### src/rtl/adder_share_pkg.sv
// Shared types and constants for the two-requester shared adder.
package adder_share_pkg;

  localparam int unsigned WIDTH_DEFAULT = 32;
  localparam int unsigned ID_W_DEFAULT  = 1;

  // Requester identifiers
  localparam logic REQ0 = 1'b0;
  localparam logic REQ1 = 1'b1;

  typedef enum logic [1:0] {
    IDLE = 2'd0,
    EXEC = 2'd1,
    RESP = 2'd2
  } state_t;

endpackage

### src/rtl/adder_cout.sv
// Combinational WIDTH-bit adder, carry-in 0, full carry chain to carry-out.
module adder_cout #(
  parameter int unsigned WIDTH = 32
) (
  input  logic [WIDTH-1:0] a,
  input  logic [WIDTH-1:0] b,
  output logic [WIDTH-1:0] sum,
  output logic             cout
);

  logic [WIDTH:0] full;

  // One extra bit holds the carry out of the MSB
  assign full = {1'b0, a} + {1'b0, b};
  assign sum  = full[WIDTH-1:0];
  assign cout = full[WIDTH];

endmodule

### src/rtl/adder_share_arbiter.sv
// One registered adder shared round-robin between two valid/ready requesters.
module adder_share_arbiter
  import adder_share_pkg::*;
#(
  parameter int unsigned WIDTH = WIDTH_DEFAULT,
  parameter int unsigned ID_W  = ID_W_DEFAULT
) (
  input  logic             clk_i,
  input  logic             rst_i,
  input  logic             req0_valid_i,
  input  logic [WIDTH-1:0] req0_src1_i,
  input  logic [WIDTH-1:0] req0_src2_i,
  output logic             req0_ready_o,
  input  logic             req1_valid_i,
  input  logic [WIDTH-1:0] req1_src1_i,
  input  logic [WIDTH-1:0] req1_src2_i,
  output logic             req1_ready_o,
  output logic             resp_valid_o,
  output logic [ID_W-1:0]  resp_id_o,
  input  logic             resp_ready_i,
  output logic [WIDTH-1:0] sum_o,
  output logic             carry_o,
  output logic             ovf_o,
  output logic             busy_o
);

  localparam int unsigned MSB = WIDTH - 1;

  state_t           state_q, state_d;
  logic             last_gnt_q;
  logic [ID_W-1:0]  id_q;
  logic [WIDTH-1:0] src1_q, src2_q;
  logic             resp_valid_q;
  logic [ID_W-1:0]  resp_id_q;
  logic [WIDTH-1:0] sum_q;
  logic             carry_q, ovf_q;
  logic             gnt0, gnt1;
  logic [WIDTH-1:0] add_sum;
  logic             add_cout;

  adder_cout #(
    .WIDTH (WIDTH)
  ) u_adder (
    .a    (src1_q),
    .b    (src2_q),
    .sum  (add_sum),
    .cout (add_cout)
  );

  // State register
  always_ff @(posedge clk_i or negedge rst_i) begin
    if (!rst_i) state_q <= IDLE;
    else        state_q <= state_d;
  end

  // Next state and round-robin grant; grants only exist in IDLE
  always_comb begin
    state_d = state_q;
    gnt0    = 1'b0;
    gnt1    = 1'b0;
    case (state_q)
      IDLE: begin
        if (req0_valid_i && req1_valid_i) begin
          gnt0 = (last_gnt_q == REQ1);
          gnt1 = (last_gnt_q == REQ0);
        end else begin
          gnt0 = req0_valid_i;
          gnt1 = req1_valid_i;
        end
        if (gnt0 || gnt1) state_d = EXEC;
      end
      EXEC:    state_d = RESP;
      RESP:    if (resp_ready_i) state_d = IDLE;
      default: state_d = IDLE;
    endcase
  end

  // Operand capture on grant; last_gnt starts at REQ1 so the first tie goes to req0
  always_ff @(posedge clk_i or negedge rst_i) begin
    if (!rst_i) begin
      src1_q     <= '0;
      src2_q     <= '0;
      id_q       <= '0;
      last_gnt_q <= REQ1;
    end else if (gnt0) begin
      src1_q     <= req0_src1_i;
      src2_q     <= req0_src2_i;
      id_q       <= ID_W'(REQ0);
      last_gnt_q <= REQ0;
    end else if (gnt1) begin
      src1_q     <= req1_src1_i;
      src2_q     <= req1_src2_i;
      id_q       <= ID_W'(REQ1);
      last_gnt_q <= REQ1;
    end
  end

  // Result registers: load in EXEC, hold through RESP and afterwards
  always_ff @(posedge clk_i or negedge rst_i) begin
    if (!rst_i) begin
      resp_valid_q <= 1'b0;
      resp_id_q    <= '0;
      sum_q        <= '0;
      carry_q      <= 1'b0;
      ovf_q        <= 1'b0;
    end else if (state_q == EXEC) begin
      resp_valid_q <= 1'b1;
      resp_id_q    <= id_q;
      sum_q        <= add_sum;
      carry_q      <= add_cout;
      ovf_q        <= (src1_q[MSB] == src2_q[MSB]) && (add_sum[MSB] != src1_q[MSB]);
    end else if (state_q == RESP && resp_ready_i) begin
      resp_valid_q <= 1'b0;
    end
  end

  assign req0_ready_o = gnt0;
  assign req1_ready_o = gnt1;
  assign resp_valid_o = resp_valid_q;
  assign resp_id_o    = resp_id_q;
  assign sum_o        = sum_q;
  assign carry_o      = carry_q;
  assign ovf_o        = ovf_q;
  assign busy_o       = (state_q != IDLE);

endmodule
### config.mk
export PLATFORM = sky130hd
export DESIGN_NAME = adder_share_arbiter
export DESIGN_NICKNAME = d
export VERILOG_FILES = /design/src/rtl/adder_share_pkg.sv /design/src/rtl/adder_cout.sv /design/src/rtl/adder_share_arbiter.sv
export SDC_FILE = /design/constraint.sdc
export NUM_CORES = 1
export LEC_CHECK = 0
export ABC_AREA = 1
export ABC_CLOCK_PERIOD_IN_PS = 2300
export CORE_MARGIN = 2
export CORE_UTILIZATION = 55
export DETAILED_ROUTE_END_ITERATION = 10
export DONT_BUFFER_PORTS = 1
export HOLD_SLACK_MARGIN = 0.02
export PLACE_DENSITY = 0.77
export SLEW_MARGIN = 20
export SYNTH_ARGS = -nofsm -noshare
export SYNTH_HDL_FRONTEND = slang
export SYNTH_HIERARCHICAL = 1
export SYNTH_SLANG_ARGS = --single-unit
### constraint.sdc
create_clock -name clk_i -period 2.3 [get_ports clk_i]
set_input_delay 0.345 -clock clk_i [delete_from_list [all_inputs] [get_ports clk_i]]
set_output_delay 0.345 -clock clk_i [all_outputs]
set_load 0.05 [all_outputs]
==> Word level (Yosys, flattened, before mapping) <==
Index checks and enable logic that the tools add are counted.
{ "classes": {"n_addsub": 1, "multipliers": 0, "div": 0, "order_cmp": 0, "eq_ne": 6, "n_shift": 0, "mux": 17, "bitwise_logic": 1, "n_reduce_logical": 9} }
{ "op_table": {"columns": ["op", "n"], "rows": [
  ["$mux W32", 4],
  ["$add A32 B32 Y33", 1],
  ["$mux W1", 10],
  ["$pmux W2 S3", 1],
  ["$reduce_bool A2 Y1", 3],
  ["$mux W2", 2],
  ["$ne A2 B2 Y1 const B", 2],
  ["$logic_and A1 B1 Y1", 3],
  ["$eq A2 B1 Y1 const B", 1],
  ["$eq A2 B2 Y1 const B", 1],
  ["$logic_not A2 Y1", 1],
  ["$reduce_and A2 Y1", 1],
  ["$eq A1 B1 Y1", 1],
  ["$logic_or A1 B1 Y1", 1],
  ["$ne A1 B1 Y1", 1],
  ["$not A1 Y1", 1]
]} }
{ "word_totals": {"regBits": 104, "latchBits": 0, "ram_bits": 0, "rom_bits": 0, "inputBits": 133, "out_inout_bits": 39, "word_cells": 44, "memories": 0} }

==> Depth between registers and ports, before layout <==
Gate-level depths: netlist (run 1).
{ "logic_depth": {"depth_word": 6, "ltp_mapped": 15, "ltp_nobuf": 15} }

==> Hierarchy <==
The synthesis (run 1) kept the hierarchy.
{ "by_module_without_submodules": {"columns": ["module", "n_inst", "cells_per_inst", "area_per_inst_um2", "seq_area_each_um2"], "rows": [
  ["adder_share_arbiter", 1, 730, 5265.0, 2603.7],
  ["adder_cout", 1, 505, 2423.6, 0.0]
]} }

==> Worst setup path before layout (run 1) <==
OpenSTA, ideal clock, no wires.
{ "synth_path": {"path_kind": "register to register", "start": "reg src1_q[0]", "end": "reg sum_q[28] (netlist: sum_o[28])", "setup_time_ps": 119, "t_arrival_ps": 1760, "required_ps": 2181, "slack_ps": 421, "path_stages_with_launch": 15, "path_buffers": 0, "period_less_slack_ps": 1879, "path_cell_list": "dfrtp_1 ha_1 fa_1 nand3_1 nand3_1 nand2_1 nand2_2 nand2_2 nand2_2 nand2_1 nand2_1 nand2_1 nand2_1 nand2_1 nand2_1"} }
{ "synth_between": {"elab_chain_len": 1} }
{ "synth_lines": {"columns": ["item", "line", "text"], "rows": [
  ["start, declared", "adder_share_arbiter.sv:32", "logic [WIDTH-1:0] src1_q, src2_q;"],
  ["start signal, assigned", "adder_share_arbiter.sv:86", "src1_q <= req0_src1_i;"],
  ["start signal, assigned", "adder_share_arbiter.sv:91", "src1_q <= req1_src1_i;"],
  ["$add A32 B32 Y33", "adder_cout.sv:14", "assign full = {1'b0, a} + {1'b0, b};"],
  ["net add_sum[28]", "adder_share_arbiter.sv:38", "logic [WIDTH-1:0] add_sum;"],
  ["end signal, assigned", "adder_share_arbiter.sv:109", "sum_q <= add_sum;"],
  ["end, declared", "adder_share_arbiter.sv:35", "logic [WIDTH-1:0] sum_q;"]
]} }
The timed path passes the listed nets, and every way through them passes these cells.
A chain may end at the register's enable or synchronous reset.

==> Worst setup path in the final report (run 1) <==
{ "layout_path": {"start": "reg src1_q[0]", "end": "reg sum_q[16] (netlist: sum_o[16])"} }
Same word-level chain as after synthesis.

==> results.yml, run 1 <==
synthesis:
  syn_area_um2: 7690
  yosysWarnings: 6
  syn-num-nets: 1401
  ys_ff_latch: 104
  seq_area_frac_synth: 0.339
  avgSynthCellArea_um2: 6.23
  synth_edf_count: 0
  synth_cell_types: 29
  yosys_most_used_dff: "dfrtp_1"
  async_flop_share: 1.00
  synthCells: 1235
timing:
  relSlewSlack: 0.586
  fin_skew_ns: 0.00928
  finalMaxSlewViolations: 0
  fmaxAchievable_mhz: 468
  setup_viol: 0
  layout_setup_ws_ns: 0.163
  finalHoldViolations: 104
  worst_pin_slew_ns: 0.621
  fin_crit_sh: 0.929
  final.min_clock_period_ns: 2.14
  hold_slack_ns: -0.324
place:
  dp.cells: 1378
  pre_cts_slack_ns: 0.210
  port-buffer-count: 0
  gp_congestion: 0.963
  dp_hpwl_um: 14600
  place_area_um2: 7830
critical_path:
  rr_endpoint: "sum_o[16]$_DFFE_PN0P_"
  worst_setup_path_start_kind: "register"
  worstSetupEndpointType: "register"
  crit_fanout: 4
  rrSetupSlack_ns: 0.16
  reg2reg_from: "src1_q[0]$_DFFE_PN0P_"
  worst-r2r-cell-count: 11
  crit_required_ns: 2.60
  arrival_ns: 2.43
  critPathKind: "reg2reg"
clock_tree:
  cts_setup_buffers: 0
  cts_tree: "done"
  h-tree-depth: 3
  insertion_delay_ns: 0.36
  clk_pin_slew_worst_paths_ns: 0.07
  cts_buffers: 9
  cts.sinks: 104
  max-clock-path-buffers: 2
  cts_root_buf: "clkbuf_16"
finish:
  diodes: 0
  nets: 1375
  stdcell_count: 1394
  fillerInstances: 1381
  fin_util: 0.598
  drive_above_1_share: 0.0577
  fin_area_um2: 8230
  area_delta_synth_final_pct: 7.10
run:
  cap_violations: 0
global_route:
  met2_usage: 0.394
  grt-ovfl-total: 0
  met1_usage: 0.399
  antenna_found_initial: 0
  grt_first_pass_wirelength_um: 31300
  grt_usage: 0.266
  top_usage_layer: "met1"
  grt_max_degree: 105
  grtUsageMet3: 0.0493
  grt_pass1_vias: 6543
routing:
  ant_nets: 0
  drt_iter0_drc: 481
  routed_wl_um: 19000
  wl_per_cell_um: 13.6
  routed_via_density: 5.16
  route.vias.total: 7190
  firstDrtPassIters: 6
  drc: 0
hold_path:
  hp-class: "in2async"
power:
  powerDensity_nw_per_um2: 1770
  vdd_drop_max_uv: 650
  leakagePower_nw: 5.12
floorplan:
  dieArea_um2: 14900
  die_h_um: 122
  core_um2: 13800
  pin_count: 172
  dieWidth_um: 122
  rows: 43
  initial_utilization: 0.558
status:
  outcome: "finished with violations"
  violations: "negative hold slack"
## cell type report
class / instances / area, µm² / share of cell area
clock buffers: 12 / 246 / 0.0299
clock inverters: 4 / 76.3 / 0.00927
inverters: 256 / 961 / 0.117
multi-input cells: 826 / 3990 / 0.485
flip-flops and latches: 104 / 2600 / 0.316
well taps: 180 / 225 / 0.0274
repair buffers: 12 / 128 / 0.0155
## synthesized netlist by cell type (8+ instances only)
cell | number | share of area
nand2_1 | 518 | 0.25
a21oi_1 | 21 | 0.014
nand3_1 | 91 | 0.059
dfrtp_1 | 103 | 0.34
inv_1 | 252 | 0.12
buf_2 | 22 | 0.014
o21ai_0 | 8 | 0.0052
clkbuf_1 | 18 | 0.0088
nand4_1 | 67 | 0.055
ha_1 | 32 | 0.052
nor2_1 | 37 | 0.018
xor2_1 | 14 | 0.016
nand2_2 | 14 | 0.011
## where the power goes
part	leakage, nW	total, mW	switching [mW]	internal, mW
Combinational	3.69	8.46	5.53	2.93
Sequential	1.28	4.45	1.71	2.74
Clock	0.153	1.66	0.674	0.988
Total	5.12	14.6	7.91	6.66
## timing repair
action	4_1_cts	5_1_grt
endpoints found under the setup margin	0	1
gates resized for setup	0	14
hold endpoints to repair	104	104
## cell families (layout without fill, tap and decap cells)
group / after synthesis / in the layout / synth area share
fa+ha+maj: 33 / 33 / 0.0547
compound gates: 33 / 33 / 0.0225
xor+xnor: 15 / 15 / 0.0171
simple gates: 745 / 745 / 0.412
buf+inv: 305 / 284 / 0.155
flops: 104 / 104 / 0.339
## metrics by stage
| step | TNS, ns | hold WS (ns) | total power, mW |
|---|---|---|---|
| after floorplan | 0 | 0.0494 | 10.7 |
| after global placement | 0 | 0.0524 | 12.5 |
| after detailed placement | 0 | 0.0528 | 12.6 |
| after CTS | 0 | -0.338 | 14.3 |
| after global routing | -0.00172 | -0.336 | 16.0 |
| final | 0 | -0.324 | 14.6 |
## how the worst max path moves through the flow
stage | startpoint | slack, ns | endpoint | cells past startpoint
finish | src1_q[0]$_DFFE_PN0P_ | 0.16 | sum_o[16]$_DFFE_PN0P_ | 11
global route | src1_q[4]$_DFFE_PN0P_ | -0.002 | ovf_o$_DFFE_PN0P_ | 14
CTS | src1_q[0]$_DFFE_PN0P_ | 0.20 | sum_o[16]$_DFFE_PN0P_ | 11
detailed placement | src1_q[0]$_DFFE_PN0P_ | 0.21 | sum_o[16]$_DFFE_PN0P_ | 11
global placement | src1_q[14]$_DFFE_PN0P_ | 0.25 | ovf_o$_DFFE_PN0P_ | 14
floorplan | src1_q[0]$_DFFE_PN0P_ | 0.42 | sum_o[28]$_DFFE_PN0P_ | 14
## registers in the layout (all words and copies together) (netlist names)
register / flops
resp_id_o: 1
src1_q: 32
state_q: 2
resp_valid_o: 1
ovf_o: 1
carry_o: 1
sum_o: 32
src2_q: 32
id_q: 1
last_gnt_q: 1
## critical path, stage by stage (launching register included)
cell      delay, ns
dfrtp_1        0.39
ha_1           0.24
fa_1           0.44
nand3_1        0.12
nand3_1        0.12
nand2_1        0.10
nand2_2        0.09
nand2_1        0.08
nand3b_1       0.10
xor2_1         0.24
nand2_1        0.08
nand2_1        0.07
## placed cells by master (no fill, tap or decap), types with 2 or more instances in the layout
master and count:
a21oi_1 21, buf_12 3, buf_4 9, bufinv_16 2
clkbuf_1 2, clkbuf_16 9, dfrtp_1 103, ha_1 21
ha_2 6, ha_4 5, inv_1 252, inv_2 4
nand2_1 516, nand2_2 16, nand3_1 90, nand3_2 4
nand4_1 67, nor2_1 37, nor2_2 5, nor3_1 6
o21ai_0 8, xor2_1 14
## routing by layer
layer  part of all wire  up-vias
met5                  0        -
met1               0.49     3235
met4              0.013        0
met2               0.43      251
li1                   -     3688
met3              0.073       16
(Power assumes the default switching activity.)
==> inputs of run 2 (changes only) <==
Settings changed: ABC_AREA 1 to not set, CORE_MARGIN 2 to not set.
==> run 2 against run 1 <==
Compared with the run above: the flow finishes with violations (negative hold slack, negative setup slack); die area fell by 11%; worst setup slack got worse by 0.60 ns; wire length rose by 12%; cell area rose by 8.7%; hold slack barely moved; critical endpoint is now ovf_o$_DFFE_PN0P_; synthesized cell count fell by 40%; fmax fell by 22%; largest cell class unchanged; highest routed layer unchanged; area after synthesis fell by 7.8%; register-to-register slack got worse by 0.60 ns; sequential share of layout area fell by 2.5 points; first-iteration DRC count rose by 2.7%.
==> results.yml, run 2 <==
status:
  outcome: "finished with violations"
  violations: "negative hold slack, negative setup slack"
synthesis:
  synthCells: 740
  ys_ff_latch: 104
  yosys_most_used_dff: "dfrtp_1"
  yosysTopAreaCell: "dfrtp_1"
  avgSynthCellArea_um2: 9.58
  yosysWarnings: 6
  syn-num-nets: 906
  seq_area_frac_synth: 0.367
  synth_top_area_share: 0.364
  yosysMostFrequentCell: "dfrtp_1"
  synth_cell_types: 64
  synth_area_leaders: "dfrtp_1, o311ai_2, ha_1, nand3_1, mux2_2"
  synth_common_cells: "dfrtp_1, nand3_1, o21ai_0"
  syn_area_um2: 7090
  async_flop_share: 1.00
  synth_edf_count: 0
floorplan:
  die_h_um: 116
  initial_utilization: 0.562
  dieArea_um2: 13300
  rows: 41
  dieWidth_um: 116
  pin_count: 172
  core_um2: 12600
finish:
  stdcell_count: 1004
  area_delta_synth_final_pct: 26.2
  nets: 992
  drive_above_1_share: 0.380
  fin_util: 0.709
  final_cell_mix: "buf_4, dfrtp_1, nand3_1"
  final_common_cell: "buf_4"
  fillerInstances: 937
clock_tree:
  clk_pin_slew_worst_paths_ns: 0.07
  h-tree-depth: 3
  cts_root_buf: "clkbuf_16"
  cts_tree: "done"
  max-clock-path-buffers: 2
  insertion_delay_ns: 0.36
  cts_buffers: 9
  cts.sinks: 104
critical_path:
  rr_endpoint: "ovf_o$_DFFE_PN0P_"
  crit_fanout: 2
  crit_required_ns: 2.53
  worst-r2r-cell-count: 10
  cp_num_buf_inv: 0
  worst_setup_path_start_kind: "register"
  rrSetupSlack_ns: -0.43
  path_cells: "ha_1 > a21o_1 > a221o_1 > o41ai_4 > mux2i_1 > o211ai_1 > nor3_2 > and3b_1 > a21oi_2 > a21oi_1"
  max_stage_delay_ns: 0.38
  crit_path_top_delay_cell: "dfrtp_1"
  reg2reg_from: "src2_q[24]$_DFFE_PN0P_"
  arrival_ns: 2.96
  critPathKind: "reg2reg"
  crit_family: "compound AO/OA/AOI/OAI gates"
  worstSetupEndpointType: "register"
place:
  gp_congestion: 0.931
  dp_hpwl_um: 14900
  port-buffer-count: 0
  dp.cells: 966
timing:
  layout_setup_ws_ns: -0.433
  grt_setup_unrepaired: "yes"
  timing.setup.tns_ns: -4.02
  worst_pin_slew_ns: 0.668
  fin_crit_sh: 1.19
  setup_viol: 21
  hold_slack_ns: -0.323
  relSlewSlack: 0.555
  finalHoldViolations: 104
  fmaxAchievable_mhz: 366
  final.min_clock_period_ns: 2.73
  fin_skew_ns: 0.00684
  finalMaxSlewViolations: 0
global_route:
  grt_pass1_vias: 6181
  grt_max_degree: 105
  antenna_found_initial: 1
  grt_first_pass_wirelength_um: 32100
  grt-ovfl-total: 0
  grt_usage: 0.311
routing:
  wl_per_cell_um: 21.2
  routed_wl_um: 21300
  drt_iter0_drc: 494
  drc: 0
  firstDrtPassIters: 5
  route.vias.total: 6429
  ant_nets: 0
  routed_via_density: 6.40
run:
  cap_violations: 0
hold_path:
  hp-class: "in2async"
-- run 2: changes by cell type after synthesis, sizes merged, moves of 12 or more --
cell    previous run  this run
a21o               1        13
a21oi             21        44
inv              256        76
mux2               0        34
nand2            532        23
nand3             94        78
nand4             67         2
nor2              43        24
o21ai              9        79
o311ai             0        64
xnor2              1        16
-- run 2: how the worst max path moves through the flow --
stage / startpoint / end / slack [ns] / depth (start not counted)
2_1_floorplan: src1_q[27]$_DFFE_PN0P_ / ovf_o$_DFFE_PN0P_ / -0.25 / 11
3_3_place_gp: src1_q[27]$_DFFE_PN0P_ / ovf_o$_DFFE_PN0P_ / -0.31 / 12
3_5_place_dp: src1_q[27]$_DFFE_PN0P_ / ovf_o$_DFFE_PN0P_ / -0.35 / 10
4_1_cts: src2_q[0]$_DFFE_PN0P_ / sum_o[28]$_DFFE_PN0P_ / -0.25 / 9
5_1_grt: src2_q[24]$_DFFE_PN0P_ / ovf_o$_DFFE_PN0P_ / -0.51 / 10
6_report: src2_q[24]$_DFFE_PN0P_ / ovf_o$_DFFE_PN0P_ / -0.43 / 10
-- run 2: metrics by stage --
stage	area, µm²	worst slack [ns]	hold slack (ns)
3_5_place_dp	7990	-0.349	0.0517
4_1_cts	8470	-0.254	-0.329
2_1_floorplan	7190	-0.250	0.0494
6_report	8950	-0.433	-0.323
5_1_grt	8950	-0.512	-0.334
3_3_place_gp	7990	-0.310	0.0514
-- run 2: kinds of logic (layout without fill, tap and decap cells) --
family	after synthesis	in the layout	share of synthesized area
AO/OA/AOI/OAI	247	247	0.286
XOR/XNOR	27	27	0.0334
adder cells (fa/ha/maj)	33	33	0.0593
buffers and inverters	130	221	0.0813
flip-flops	104	104	0.367
multiplexers	36	36	0.0568
other	0	1	0
AND/OR/NAND/NOR	163	163	0.116
-- run 2: final cells by class --
type                            count  area, µm²  share of cell area
Multi-Input combinational cell    506       4520               0.505
Sequential cell                   104       2610               0.291
Timing Repair Buffer              129       1040               0.117
Inverter                           76        285              0.0319
Clock buffer                       10        239              0.0267
Tap cell                          172        215              0.0240
Clock inverter                      6       41.3             0.00461
Antenna cell                        1       2.50            0.000280
-- run 2: what timing repair did --
action,in CTS,in global routing
pin swaps,14,30
resized for setup,36,63
setup endpoints to repair,22,24
setup buffers,7,17
endpoints found under the hold margin,104,104
-- run 2: routing by layer --
layer / track usage / vias up / wire length, µm
met1: 0.454 / 3156 / 9370
li1: - / 2902 / -
met5: 0 / - / 0
met4: 0.114 / 0 / 571
met2: 0.454 / 317 / 9770
met3: 0.0649 / 54 / 1600
Power of run 2 is not shown: default switching activity piles up to over one toggle a cycle in this logic, so the estimate is an artifact.
==> inputs of run 3 (changes only) <==
Settings changed: CELL_PAD_IN_SITES_DETAIL_PLACEMENT set to 1, CELL_PAD_IN_SITES_GLOBAL_PLACEMENT set to 1, CORE_UTILIZATION 55 to 49, PLACE_DENSITY 0.77 to 0.88.
==> run 3 against run 2 <==
Compared with the run above: the flow still finishes with violations (negative hold slack, negative setup slack); die area is 12% higher; sequential share of layout area is 0.71 points lower; first-iteration DRC count is 28% higher; clock-buffer cell count is 1 higher; critical path type unchanged; register-to-register slack hardly changed; worst setup slack worse by 0.0090 ns; global-route usage is 6.9 points higher; fmax is 0.33% lower; critical endpoint is now sum_o[18]$_DFFE_PN0P_.
==> results.yml, run 3 (same netlist as run 2, synthesis figures left out) <==
status:
  outcome: "finished with violations"
  violations: "negative hold slack, negative setup slack"
floorplan:
  dieArea_um2: 15000
  initial_utilization: 0.507
  core_um2: 14000
  pin_count: 172
  die_h_um: 122
  dieWidth_um: 122
  rows: 43
run:
  cap_violations: 0
global_route:
  grt_pass1_vias: 7387
  antenna_found_initial: 0
  grt_usage: 0.381
  grt_first_pass_wirelength_um: 42500
  grt-ovfl-total: 0
  grt_max_degree: 105
finish:
  nets: 1009
  area_delta_synth_final_pct: 29.5
  diodes: 0
  final_cell_mix: "buf_4, dfrtp_1, nand3_1"
  final_common_cell: "buf_4"
  drive_above_1_share: 0.401
  fin_area_um2: 9180
  stdcell_count: 1028
place:
  place_area_um2: 8120
  gp_congestion: 0.942
  port-buffer-count: 0
  dp.cells: 987
  dp_hpwl_um: 18500
routing:
  routed_via_density: 6.86
  ant_nets: 0
  routed_wl_um: 29600
  wl_per_cell_um: 28.8
  drc: 0
  drt_iter0_drc: 633
  route.vias.total: 7053
  firstDrtPassIters: 5
critical_path:
  crit_required_ns: 2.54
  worst_setup_path_start_kind: "register"
  max_stage_delay_ns: 0.42
  arrival_ns: 2.99
  crit_fanout: 4
  path_cells: "ha_2 > fa_2 > a211oi_4 > o211ai_1 > a21oi_2 > buf_4 > nor2_4 > a31o_2 > xor2_1 > mux2_2"
  critPathKind: "reg2reg"
  worstSetupEndpointType: "register"
  crit_path_top_delay_cell: "fa_2"
timing:
  relSlewSlack: 0.524
  setup_viol: 25
  grt_setup_unrepaired: "yes"
  fin_skew_ns: 0.0168
  layout_setup_ws_ns: -0.442
  finalHoldViolations: 104
  fmaxAchievable_mhz: 365
  final.min_clock_period_ns: 2.74
  worst_pin_slew_ns: 0.714
  fin_crit_sh: 1.19
  hold_slack_ns: -0.329
  finalMaxSlewViolations: 0
clock_tree:
  cts_root_buf: "clkbuf_16"
  h-tree-depth: 3
  insertion_delay_ns: 0.37
  cts_buffers: 9
  cts.sinks: 104
  cts_tree: "done"
  clk_pin_slew_worst_paths_ns: 0.08
  max-clock-path-buffers: 2
hold_path:
  hp-class: "in2async"
## run 3: final timing paths
check | from | depth (start not counted) | slack [ns] | end
setup / recovery | src2_q[0]$_DFFE_PN0P_ | 10 | -0.44 | sum_o[18]$_DFFE_PN0P_
hold / removal | rst_i | 0 | -0.33 | carry_o$_DFFE_PN0P_
setup reg to reg | src2_q[0]$_DFFE_PN0P_ | 10 | -0.44 | sum_o[18]$_DFFE_PN0P_
hold reg to reg | id_q$_DFFE_PN0P_ | 1 | 0.53 | resp_id_o$_DFFE_PN0P_
max in group asynchronous | rst_i | 0 | 2.37 | last_gnt_q$_DFFE_PN1P_
min in group clk_i | req0_valid_i | 2 | 0.11 | state_q[0]$_DFFE_PN0P_
## run 3: worst max-delay path, delay by kind of cell (launching register included)
kind / cells / cell delay (ns)
buf+inv: 1 / 0.17
xor+xnor: 1 / 0.13
compound gates: 4 / 0.97
simple gates: 1 / 0.05
flops: 1 / 0.40
mux: 1 / 0.26
fa+ha+maj: 2 / 0.63
## run 3: repair_timing
item                                   in CTS  in global routing
buffers inserted                           10                 15
pin swaps                                  21                 21
endpoints found under the hold margin     104                104
setup endpoints to repair                  24                 27
gates cloned                                0                  1
gates resized for setup                    69                 36
## run 3: layout make-up
cell class | instances | area [µm²]
Timing Repair Buffer | 145 | 1190
Clock buffer | 11 | 243
Sequential cell | 104 | 2610
Fill cell | 1476 | 4810
Multi-Input combinational cell | 507 | 4580
Inverter | 76 | 285
Clock inverter | 5 | 47.5
Tap cell | 180 | 225
## run 3: metrics by stage
step | utilization | setup slack (ns) | hold slack (ns) | setup TNS, ns
after floorplan | - | -0.250 | 0.0494 | -0.586
after global placement | 0.581 | -0.309 | 0.0518 | -3.39
after detailed placement | 0.581 | -0.508 | 0.0516 | -4.96
after CTS | 0.634 | -0.406 | -0.344 | -2.60
after global routing | 0.656 | -0.525 | -0.343 | -7.20
final | 0.656 | -0.442 | -0.329 | -6.66
## run 3: layer usage
metal / share of wire / GRT usage
met1: 0.39 / 0.463
met2: 0.48 / 0.626
met3: 0.066 / 0.0836
met4: 0.061 / 0.207
met5: 0 / 0
Power of run 3 is left out for the same reason.
